[config.mk]
export PLATFORM = sky130hd
export DESIGN_NAME = spike_output_arbiter
export DESIGN_NICKNAME = d
export VERILOG_FILES = /design/src/rtl/spike_output_arbiter.sv
export SDC_FILE = /design/constraint.sdc
export NUM_CORES = 1
export LEC_CHECK = 0
export CORE_UTILIZATION = 42
export CTS_CLUSTER_DIAMETER = 200
export DETAILED_ROUTE_END_ITERATION = 16
export PLACE_DENSITY = 0.74
export SYNTH_ARGS = -nofsm -noshare
export SYNTH_HDL_FRONTEND = slang
export SYNTH_SLANG_ARGS = --single-unit
[constraint.sdc]
create_clock -name clk -period 4.8 [get_ports clk]
set_clock_uncertainty 0.15 [all_clocks]
set_input_delay 1.44 -clock clk [delete_from_list [all_inputs] [get_ports clk]]
set_output_delay 1.44 -clock clk [all_outputs]
set_load 0.1 [all_outputs]
[src/rtl/spike_output_arbiter.sv]
// Packet-aware round-robin arbiter: N_REQ requesters share one registered
// output channel. A winner keeps the channel until it delivers its last flit.
// Saturating counters report completed packets per source and output stalls.

// Saturating up-counter; holds at all-ones instead of wrapping.
module satCounter #(
  parameter int W = 16
) (
  input  logic         clk,
  input  logic         rst_n,
  input  logic         inc,
  output logic [W-1:0] count
);
  // count up on inc, stick at the maximum value
  always_ff @(posedge clk or negedge rst_n) begin
    if (!rst_n)                   count <= '0;
    else if (inc && count != '1)  count <= count + 1'b1;
  end
endmodule

module spike_output_arbiter #(
  parameter int N_REQ = 4,
  parameter int WIDTH = 8,
  parameter int CNT_W = 16,
  parameter int SRC_W = $clog2(N_REQ)
) (
  input  logic                   clk,
  input  logic                   rst_n,
  input  logic [N_REQ-1:0]       in_valid,
  input  logic [N_REQ*WIDTH-1:0] in_data,
  input  logic [N_REQ-1:0]       in_last,
  output logic [N_REQ-1:0]       in_ready,
  output logic                   out_valid,
  output logic [WIDTH-1:0]       out_data,
  output logic [SRC_W-1:0]       out_src,
  output logic                   out_last,
  input  logic                   out_ready,
  output logic [N_REQ*CNT_W-1:0] pkt_count,
  output logic [CNT_W-1:0]       stall_count
);

  typedef enum logic {IDLE, LOCK} state_t;

  localparam logic [SRC_W:0] NREQ_EXT = (SRC_W+1)'(N_REQ);

  state_t             state, stateNext;
  logic [SRC_W-1:0]   owner, ownerNext;
  logic [SRC_W-1:0]   ptr, ptrNext;

  logic               found;
  logic [SRC_W-1:0]   winner;
  logic [SRC_W-1:0]   scanIdx;
  logic [SRC_W-1:0]   grantIdx;
  logic               grantVld;
  logic               loadEn;
  logic               xfer;
  logic               xferLast;
  logic [WIDTH-1:0]   selData;
  logic [N_REQ-1:0]   pktInc;
  logic               stallInc;

  // (a + b) mod N_REQ for a, b < N_REQ, without a divider
  function automatic logic [SRC_W-1:0] wrapAdd(input logic [SRC_W-1:0] a,
                                               input logic [SRC_W-1:0] b);
    logic [SRC_W:0] sum;
    sum = {1'b0, a} + {1'b0, b};
    if (sum >= NREQ_EXT) sum = sum - NREQ_EXT;
    return sum[SRC_W-1:0];
  endfunction

  // the output register can take a flit when it is empty or being drained
  assign loadEn = !out_valid || out_ready;

  // round-robin scan starting at ptr; first valid requester wins
  always_comb begin
    found   = 1'b0;
    winner  = '0;
    scanIdx = '0;
    for (int k = 0; k < N_REQ; k++) begin
      scanIdx = wrapAdd(ptr, SRC_W'(k));
      if (!found && in_valid[scanIdx]) begin
        found  = 1'b1;
        winner = scanIdx;
      end
    end
  end

  // a locked owner is the only candidate; otherwise the scan winner
  always_comb begin
    grantIdx = (state == LOCK) ? owner : winner;
    grantVld = (state == LOCK) || found;
  end

  // one-hot ready toward the granted requester; no path from in_data
  always_comb begin
    in_ready = '0;
    if (grantVld && loadEn) in_ready[grantIdx] = 1'b1;
  end

  assign xfer     = in_valid[grantIdx] && in_ready[grantIdx];
  assign xferLast = xfer && in_last[grantIdx];

  // data mux for the granted requester
  always_comb begin
    selData = '0;
    for (int i = 0; i < N_REQ; i++)
      if (grantIdx == SRC_W'(i)) selData = in_data[i*WIDTH +: WIDTH];
  end

  // arbitration state, lock owner and round-robin pointer
  always_ff @(posedge clk or negedge rst_n) begin
    if (!rst_n) begin
      state <= IDLE;
      owner <= '0;
      ptr   <= '0;
    end else begin
      state <= stateNext;
      owner <= ownerNext;
      ptr   <= ptrNext;
    end
  end

  // next state: lock on a non-last flit, release and advance ptr on the last
  always_comb begin
    stateNext = state;
    ownerNext = owner;
    ptrNext   = ptr;
    case (state)
      IDLE: begin
        if (xfer && !in_last[grantIdx]) begin
          stateNext = LOCK;
          ownerNext = grantIdx;
        end else if (xferLast) begin
          ptrNext = wrapAdd(grantIdx, SRC_W'(1));
        end
      end
      LOCK: begin
        if (xferLast) begin
          stateNext = IDLE;
          ptrNext   = wrapAdd(owner, SRC_W'(1));
        end
      end
      default: stateNext = IDLE;
    endcase
  end

  // output register: load on transfer, empty when drained with nothing new
  always_ff @(posedge clk or negedge rst_n) begin
    if (!rst_n) begin
      out_valid <= 1'b0;
      out_data  <= '0;
      out_src   <= '0;
      out_last  <= 1'b0;
    end else if (xfer) begin
      out_valid <= 1'b1;
      out_data  <= selData;
      out_src   <= grantIdx;
      out_last  <= in_last[grantIdx];
    end else if (out_ready) begin
      out_valid <= 1'b0;
    end
  end

  // per-source packet-completion strobes
  always_comb begin
    pktInc = '0;
    if (xferLast) pktInc[grantIdx] = 1'b1;
  end

  assign stallInc = out_valid && !out_ready;

  genvar gi;
  generate
    for (gi = 0; gi < N_REQ; gi++) begin : gPkt
      satCounter #(.W(CNT_W)) uPkt (
        .clk   (clk),
        .rst_n (rst_n),
        .inc   (pktInc[gi]),
        .count (pkt_count[gi*CNT_W +: CNT_W])
      );
    end
  endgenerate

  satCounter #(.W(CNT_W)) uStall (
    .clk   (clk),
    .rst_n (rst_n),
    .inc   (stallInc),
    .count (stall_count)
  );

endmodule

== Yosys cells after proc, flatten, opt, wreduce, memory -nomap -nowiden ==
Cells that the tools add are included.

* Order comparisons: 12
* $add $sub $neg: 16
* Reductions and logical operators: 26
* Multiplexer cells: 46
* Bitwise gates (word level): 1
* Equal/unequal tests: 11

{| class="wikitable"
|+ Operator list
! kind !! count
|-
| adder 16 x 1 -> 16 bit, second input constant || 5
|-
| inequality test 16 bit, second input constant || 5
|-
| 2-to-1 mux 8 bit || 4
|-
| 2-to-1 mux 2 bit || 14
|-
| 2-to-1 mux 1 bit || 16
|-
| >= comparator 3 bit, second input constant || 5
|-
| less-than comparator 2 x 3 -> 1 bit, second input constant || 5
|-
| binary-select mux 1 bit (select 2 bit) || 7
|-
| logical AND 1 bit || 14
|-
| subtractor 2 x 1 -> 2 bit, second input constant || 6
|-
| adder 2 x 1 -> 3 bit, second input constant || 3
|-
| 2-to-1 mux 4 bit || 2
|-
| adder 2 x 2 -> 3 bit, second input constant || 2
|-
| zero test 1 bit || 6
|-
| equality test 2 bit, second input constant || 2
|-
| inequality test 2 bit, second input constant || 2
|-
| one-hot mux 2 bit (2 select lines) || 1
|-
| >= comparator 2 x 3 -> 1 bit, second input constant || 1
|-
| AND reduction 3 bit || 1
|-
| demux 1 bit (select 2 bit) || 1
|-
| equality test 2 x 1 -> 1 bit, second input constant || 1
|-
| >= comparator 2 x 1 -> 1 bit, second input constant || 1
|-
| zero test 2 bit || 1
|-
| logical OR 1 bit || 2
|-
| other kinds (5) || 5
|}

* Flip-flop bits (word level): 97
* Logic and storage cells: 124
* Output and inout bits: 96
* Input port bits: 43

== Longest topological paths before layout ==
* Word-level depth: 27
* Depth in mapped cells: 15
* Gate-level depth less buffers: 12

== Cells and area by module ==
Synthesis repeated with hierarchy kept, for this count alone.

* Cell total of the unflattened synthesis: 517
* Area total of the unflattened synthesis: 5557.8 µm²

{| class="wikitable"
|+ By module, submodules not included
! module !! area an instance (µm²) !! sequential area each (µm²) !! cells each !! instances
|-
| satCounter || 859.6 || 400.4 || 72 || 5
|-
| spike_output_arbiter || 1260.0 || 425.4 || 157 || 1
|}

== Least setup slack after synthesis ==
OpenSTA, ideal clock, no wires.

* Path type: input to output
* From: input port in_valid[0]
* To: output port in_ready[3]
* Data required time: 3210 ps
* Path buffers: 4
* Arrival: 3934 ps
* Slack: -724 ps
* Stages on the path: 9
* Cells stage by stage: buf_4 nand2b_1 a222oi_1 a21bo_1 buf_6 ha_1 clkbuf_1 clkbuf_1 and2_1

* Cells in the longest elaborated chain, start to end: 18
* Elaborated cells on any way between the ends: 31
* Classes of those cells: order compare: 2; mux: 20; reduce/logical: 9

{| class="wikitable"
|+ RTL lines
! item !! RTL line !! source
|-
| start: declaration || 29 || <nowiki>input logic [N_REQ-1:0] in_valid,</nowiki>
|-
| binary-select mux 1 bit (select 2 bit) || 81 || <nowiki>if (!found && in_valid[scanIdx]) begin</nowiki>
|-
| 2-to-1 mux 1 bit (not written as such) || 81 ||
|-
| 2-to-1 mux 1 bit || 81 ||
|-
| zero test 1 bit || 81 ||
|-
| logical AND 1 bit || 81 ||
|-
| 2-to-1 mux 1 bit || 81 ||
|-
| zero test 1 bit || 81 ||
|-
| logical AND 1 bit || 81 ||
|-
| (+3 left out) || - ||
|-
| 2-to-1 mux 2 bit * || 81 ||
|-
| 2-to-1 mux 2 bit * || 90 || <nowiki>grantIdx = (state == LOCK) ? owner : winner;</nowiki>
|-
| net grantIdx[0] || 53 || <nowiki>logic [SRC_W-1:0] grantIdx;</nowiki>
|-
| less-than comparator 2 x 3 -> 1 bit (not written as such) or >= comparator 2 x 1 -> 1 bit (tied branches) || 97 || <nowiki>if (grantVld && loadEn) in_ready[grantIdx] = 1'b1;</nowiki>
|-
| logical AND 1 bit (not written as such) || 97 ||
|-
| 2-to-1 mux 1 bit (not written as such) || 97 ||
|-
| demux 1 bit (select 2 bit) * || 97 ||
|-
| 2-to-1 mux 4 bit * || 97 ||
|-
| end: declaration || 32 || <nowiki>output logic [N_REQ-1:0] in_ready,</nowiki>
|}

Mark *: on every way through the listed nets, which the timed path passes. The rest lies on a longest branch. The select of a mux whose other input is x is not followed.

== Worst setup path in the final report ==
* From: input port in_valid[0]
* To: output port in_ready[0]

* Cells in the longest elaborated chain, start to end: 18
* Elaborated cells on any way between the ends: 31
* Classes of those cells: order compare: 2; mux: 20; reduce/logical: 9

{| class="wikitable"
|+ RTL lines
! item !! RTL line
|-
| binary-select mux 1 bit (select 2 bit) || 81
|-
| 2-to-1 mux 1 bit (not written as such) || 81
|-
| 2-to-1 mux 1 bit || 81
|-
| zero test 1 bit || 81
|-
| logical AND 1 bit || 81
|-
| 2-to-1 mux 1 bit || 81
|-
| zero test 1 bit || 81
|-
| logical AND 1 bit || 81
|-
| (+2 left out) || -
|-
| logical AND 1 bit || 81
|-
| 2-to-1 mux 2 bit || 81
|-
| 2-to-1 mux 2 bit || 90
|-
| less-than comparator 2 x 3 -> 1 bit (not written as such) or >= comparator 2 x 1 -> 1 bit (tied branches) || 97
|-
| logical AND 1 bit (not written as such) || 97
|-
| 2-to-1 mux 1 bit (not written as such) || 97
|-
| demux 1 bit (select 2 bit) || 97
|-
| 2-to-1 mux 4 bit * || 97
|}

Mark *: on every way between the ends. The rest lies on a longest branch, timed or not. The select of a mux whose other input is x is not followed.

==> metrics.json <==
{
  "global_routing": {
    "grt_first_pass_wirelength_mm": 21.5,
    "vias_in_the_first_global_route": 4526,
    "grt_usage_pct": 21.0,
    "globalRouteOverflowTotal": 0,
    "grt_antenna_before_repair": 0,
    "grt_start_max_net_pins": 76
  },
  "clock_network": {
    "worst_setup_hold_path_clk_slew_ns": 0.07,
    "post_cts_hold_buffer_count": 0,
    "clock_insertion_delay_worst_skew_ns": 0.35,
    "cts_htree_levels": 3,
    "numCtsBuffers": 9,
    "sink_count_of_the_clock_tree": 97,
    "ctsRootBufferMaster": "sky130_fd_sc_hd__clkbuf_16",
    "clk_path_buf_depth": 2,
    "tritoncts": "yes"
  },
  "pwr": {
    "max-vdd-ir-drop_uv": 412,
    "power_density_nw_per_um2": 618,
    "report.power.total_mw": 4.50,
    "static-leakage-power_nw": 3.41
  },
  "finish": {
    "fillCellCount": 1004,
    "area.growth.synth_to_final_pct": 40.9,
    "final_util_pct": 60.6,
    "antenna_diode_count": 0,
    "instances_no_fill": 833,
    "post_route_cells_drive_above_1_share_pct": 13.6,
    "final_net_count": 733
  },
  "die": {
    "fp.dieArea_sq_um": 12800,
    "number_of_cell_rows": 40,
    "dieWidth_microns": 113,
    "boundaryPins": 139,
    "floorplan.initialDensity_pct": 43.0,
    "die_height_microns": 113,
    "core_sq_um": 12000
  },
  "sta": {
    "final-max-slew-violation-count": 0,
    "timing.slew.headroom_pct": 31.6,
    "maxClockFrequency_mhz": 212,
    "min_period_over_period_pct": 98.1,
    "report.final.hold_viol_count": 0,
    "setup_tns_ns": 0,
    "timing_worst_slew_pin_value_ns": 1.02,
    "time_the_worst_path_needs_with_i_o_delays_and_setup_ns": 4.71,
    "timing.hold.ws_ns": 0.335,
    "unrepaired_setup_endpoints_after_global_routing": "no",
    "report.final.setup_viol": 0
  },
  "synth": {
    "synth.yosys.seq_area_share_pct": 47.0,
    "synthArstFlopShare_pct": 100,
    "yosys_warnings": 0,
    "synth_common_cells": "sky130_fd_sc_hd__dfrtp_1 (97), sky130_fd_sc_hd__xor2_1 (61), sky130_fd_sc_hd__nand2_1 (47)",
    "count_of_flip_flops_with_a_built_in_enable_after_synthesis": 0,
    "syn_nets": 569,
    "netlist_top_cells_area": "sky130_fd_sc_hd__dfrtp_1 (47%), sky130_fd_sc_hd__xor2_1 (10%), sky130_fd_sc_hd__nor3_1 (3.8%), sky130_fd_sc_hd__nand2_1 (3.4%), sky130_fd_sc_hd__nor2_1 (3.3%)",
    "synth_top_area_share_pct": 47.0,
    "postSynthRegisterBits": 97,
    "syn_area_sq_um": 5170,
    "synth_top_cell_by_area": "sky130_fd_sc_hd__dfrtp_1",
    "synth_cells": 517,
    "primary_flip_flop_cell_chosen_by_synthesis_mapping": "sky130_fd_sc_hd__dfrtp_1",
    "synth.distinct_cells": 48,
    "postSynthAreaPerCell_sq_um": 10.0,
    "most_common_cell_in_the_netlist": "sky130_fd_sc_hd__dfrtp_1"
  },
  "critical_path": {
    "critPathSlowestCell": "sky130_fd_sc_hd__a222oi_1",
    "worstPathArrival_ns": 3.12,
    "critical_path_cell_list": "dlygate4sd2_1 > buf_4 > a222oi_1 > a21bo_2 > inv_1 > ha_1 > and2_1 > buf_12",
    "critical_path.max_stage_delay_ns": 0.34,
    "worst_setup_path_end_kind": "output pin",
    "crit_type": "in -> out",
    "bufs_and_invs_on_worst_path": 4,
    "crit_path_max_fanout": 6,
    "cp-start-kind": "input port",
    "critical-path-top-delay-family": "buffers and inverters",
    "cp.required_ns": 3.21
  },
  "drt": {
    "routed_vias": 4485,
    "viasPerCell": 5.38,
    "antenna_violating_nets_post_route": 0,
    "drt-pass1-iter-count": 5,
    "starting_drc_count_in_detailed_routing": 281,
    "routed_wirelength_mm": 12.8,
    "drc_errors": 0,
    "detail_route.wl_per_cell_microns": 15.3
  },
  "flow_run": {
    "maxCapViolCount": 0
  },
  "placed_design": {
    "placedCellCount": 809,
    "gp_congestion": 0.883,
    "placement.io_buffers": 138,
    "dp_hpwl_mm": 9.24
  },
  "status": {
    "status": "finished clean"
  },
  "min_path": {
    "worstHoldPathType": "reg -> reg"
  }
}
==> cell families after synthesis <==
group,Yosys count,synth area share (%)
AO/OA/AOI/OAI,62,8.09
XOR/XNOR,73,12.4
adder cells (fa/ha/maj),9,2.18
buffers and inverters,36,3.46
flip-flops,97,47.0
multiplexers,14,2.95
AND/OR/NAND/NOR,226,24.0
==> power breakdown <==
group | switching, mW | leakage [nW] | internal, mW
sequential | 0.157 | 1.29 | 0.963
clock | 0.318 | 0.146 | 0.408
combinational | 1.83 | 1.98 | 0.829
==> flip-flops by register name, indices dropped and copies added (netlist names), named ones only <==
signal	flops
gPkt.uPkt.count	64
out_data	8
out_last	1
out_src	2
out_valid	1
owner	2
ptr	2
uStall.count	16
==> worst paths after layout <==
path	start	endpoint	slack (ns)	cells after the start
setup / recovery	in_valid[0]	in_ready[0]	0.09	8
hold / removal	gPkt[0].uPkt.count[8]	gPkt[0].uPkt.count[8]	0.34	1
setup reg to reg	ptr[0]	gPkt[2].uPkt.count[10]	1.29	15
hold reg to reg	gPkt[0].uPkt.count[8]	gPkt[0].uPkt.count[8]	0.34	1
max in group asynchronous	rst_n	gPkt[3].uPkt.count[2]	2.65	2
min in group asynchronous	rst_n	gPkt[0].uPkt.count[1]	1.09	1
==> layout by cell type, fill, tap and decap left out, drive strengths merged, types with 3 or more instances in the layout <==
| cell type | n |
|---|---|
| and4 | 5 |
| and3 | 15 |
| nand4 | 11 |
| nand2 | 47 |
| a22oi | 9 |
| nand3 | 28 |
| ha | 9 |
| xnor2 | 12 |
| nor3 | 39 |
| nor2 | 45 |
| or2 | 3 |
| buf | 44 |
| xor2 | 61 |
| inv | 14 |
| mux2 | 10 |
| nor4 | 18 |
| nand2b | 3 |
| clkinv | 3 |
| clkdlybuf4s50 | 129 |
| o21ai | 8 |
| dfrtp | 97 |
| and2 | 7 |
| mux2i | 4 |
| clkbuf | 9 |
| a21oi | 30 |
==> per-layer routing <==
metal / share of wire [%] / track usage, %
met5: 0 / 0
met4: 1.9 / 9.04
met3: 5.2 / 3.86
met2: 49 / 35.2
met1: 44 / 26.7
==> cell type report <==
cell class | instances | area [sq um] | area share [%]
Sequential cell | 97 | 2430 | 33.3
Clock buffer | 9 | 225 | 3.09
Multi-Input combinational cell | 384 | 2590 | 35.5
Inverter | 12 | 45.0 | 0.618
Tap cell | 147 | 184 | 2.53
Clock inverter | 7 | 77.6 | 1.07
Timing Repair Buffer | 177 | 1740 | 23.9
==> through the flow <==
stage                     setup slack, ns  area [sq um]
after floorplan                  -0.00234          5230
final                              0.0917          7280
after global routing              0.00576          7280
after CTS                          0.0158          7280
after detailed placement           -0.303          6920
after global placement             -0.183          6920
==> timing repair <==
action                                 CTS  global route
endpoints found under the hold margin    0             0
buffers inserted                         8             0
cloned                                   0             0
resized for setup                        5             4
pin swaps                                2             2
setup endpoints to repair                4            12
(Power assumes the default switching activity.)
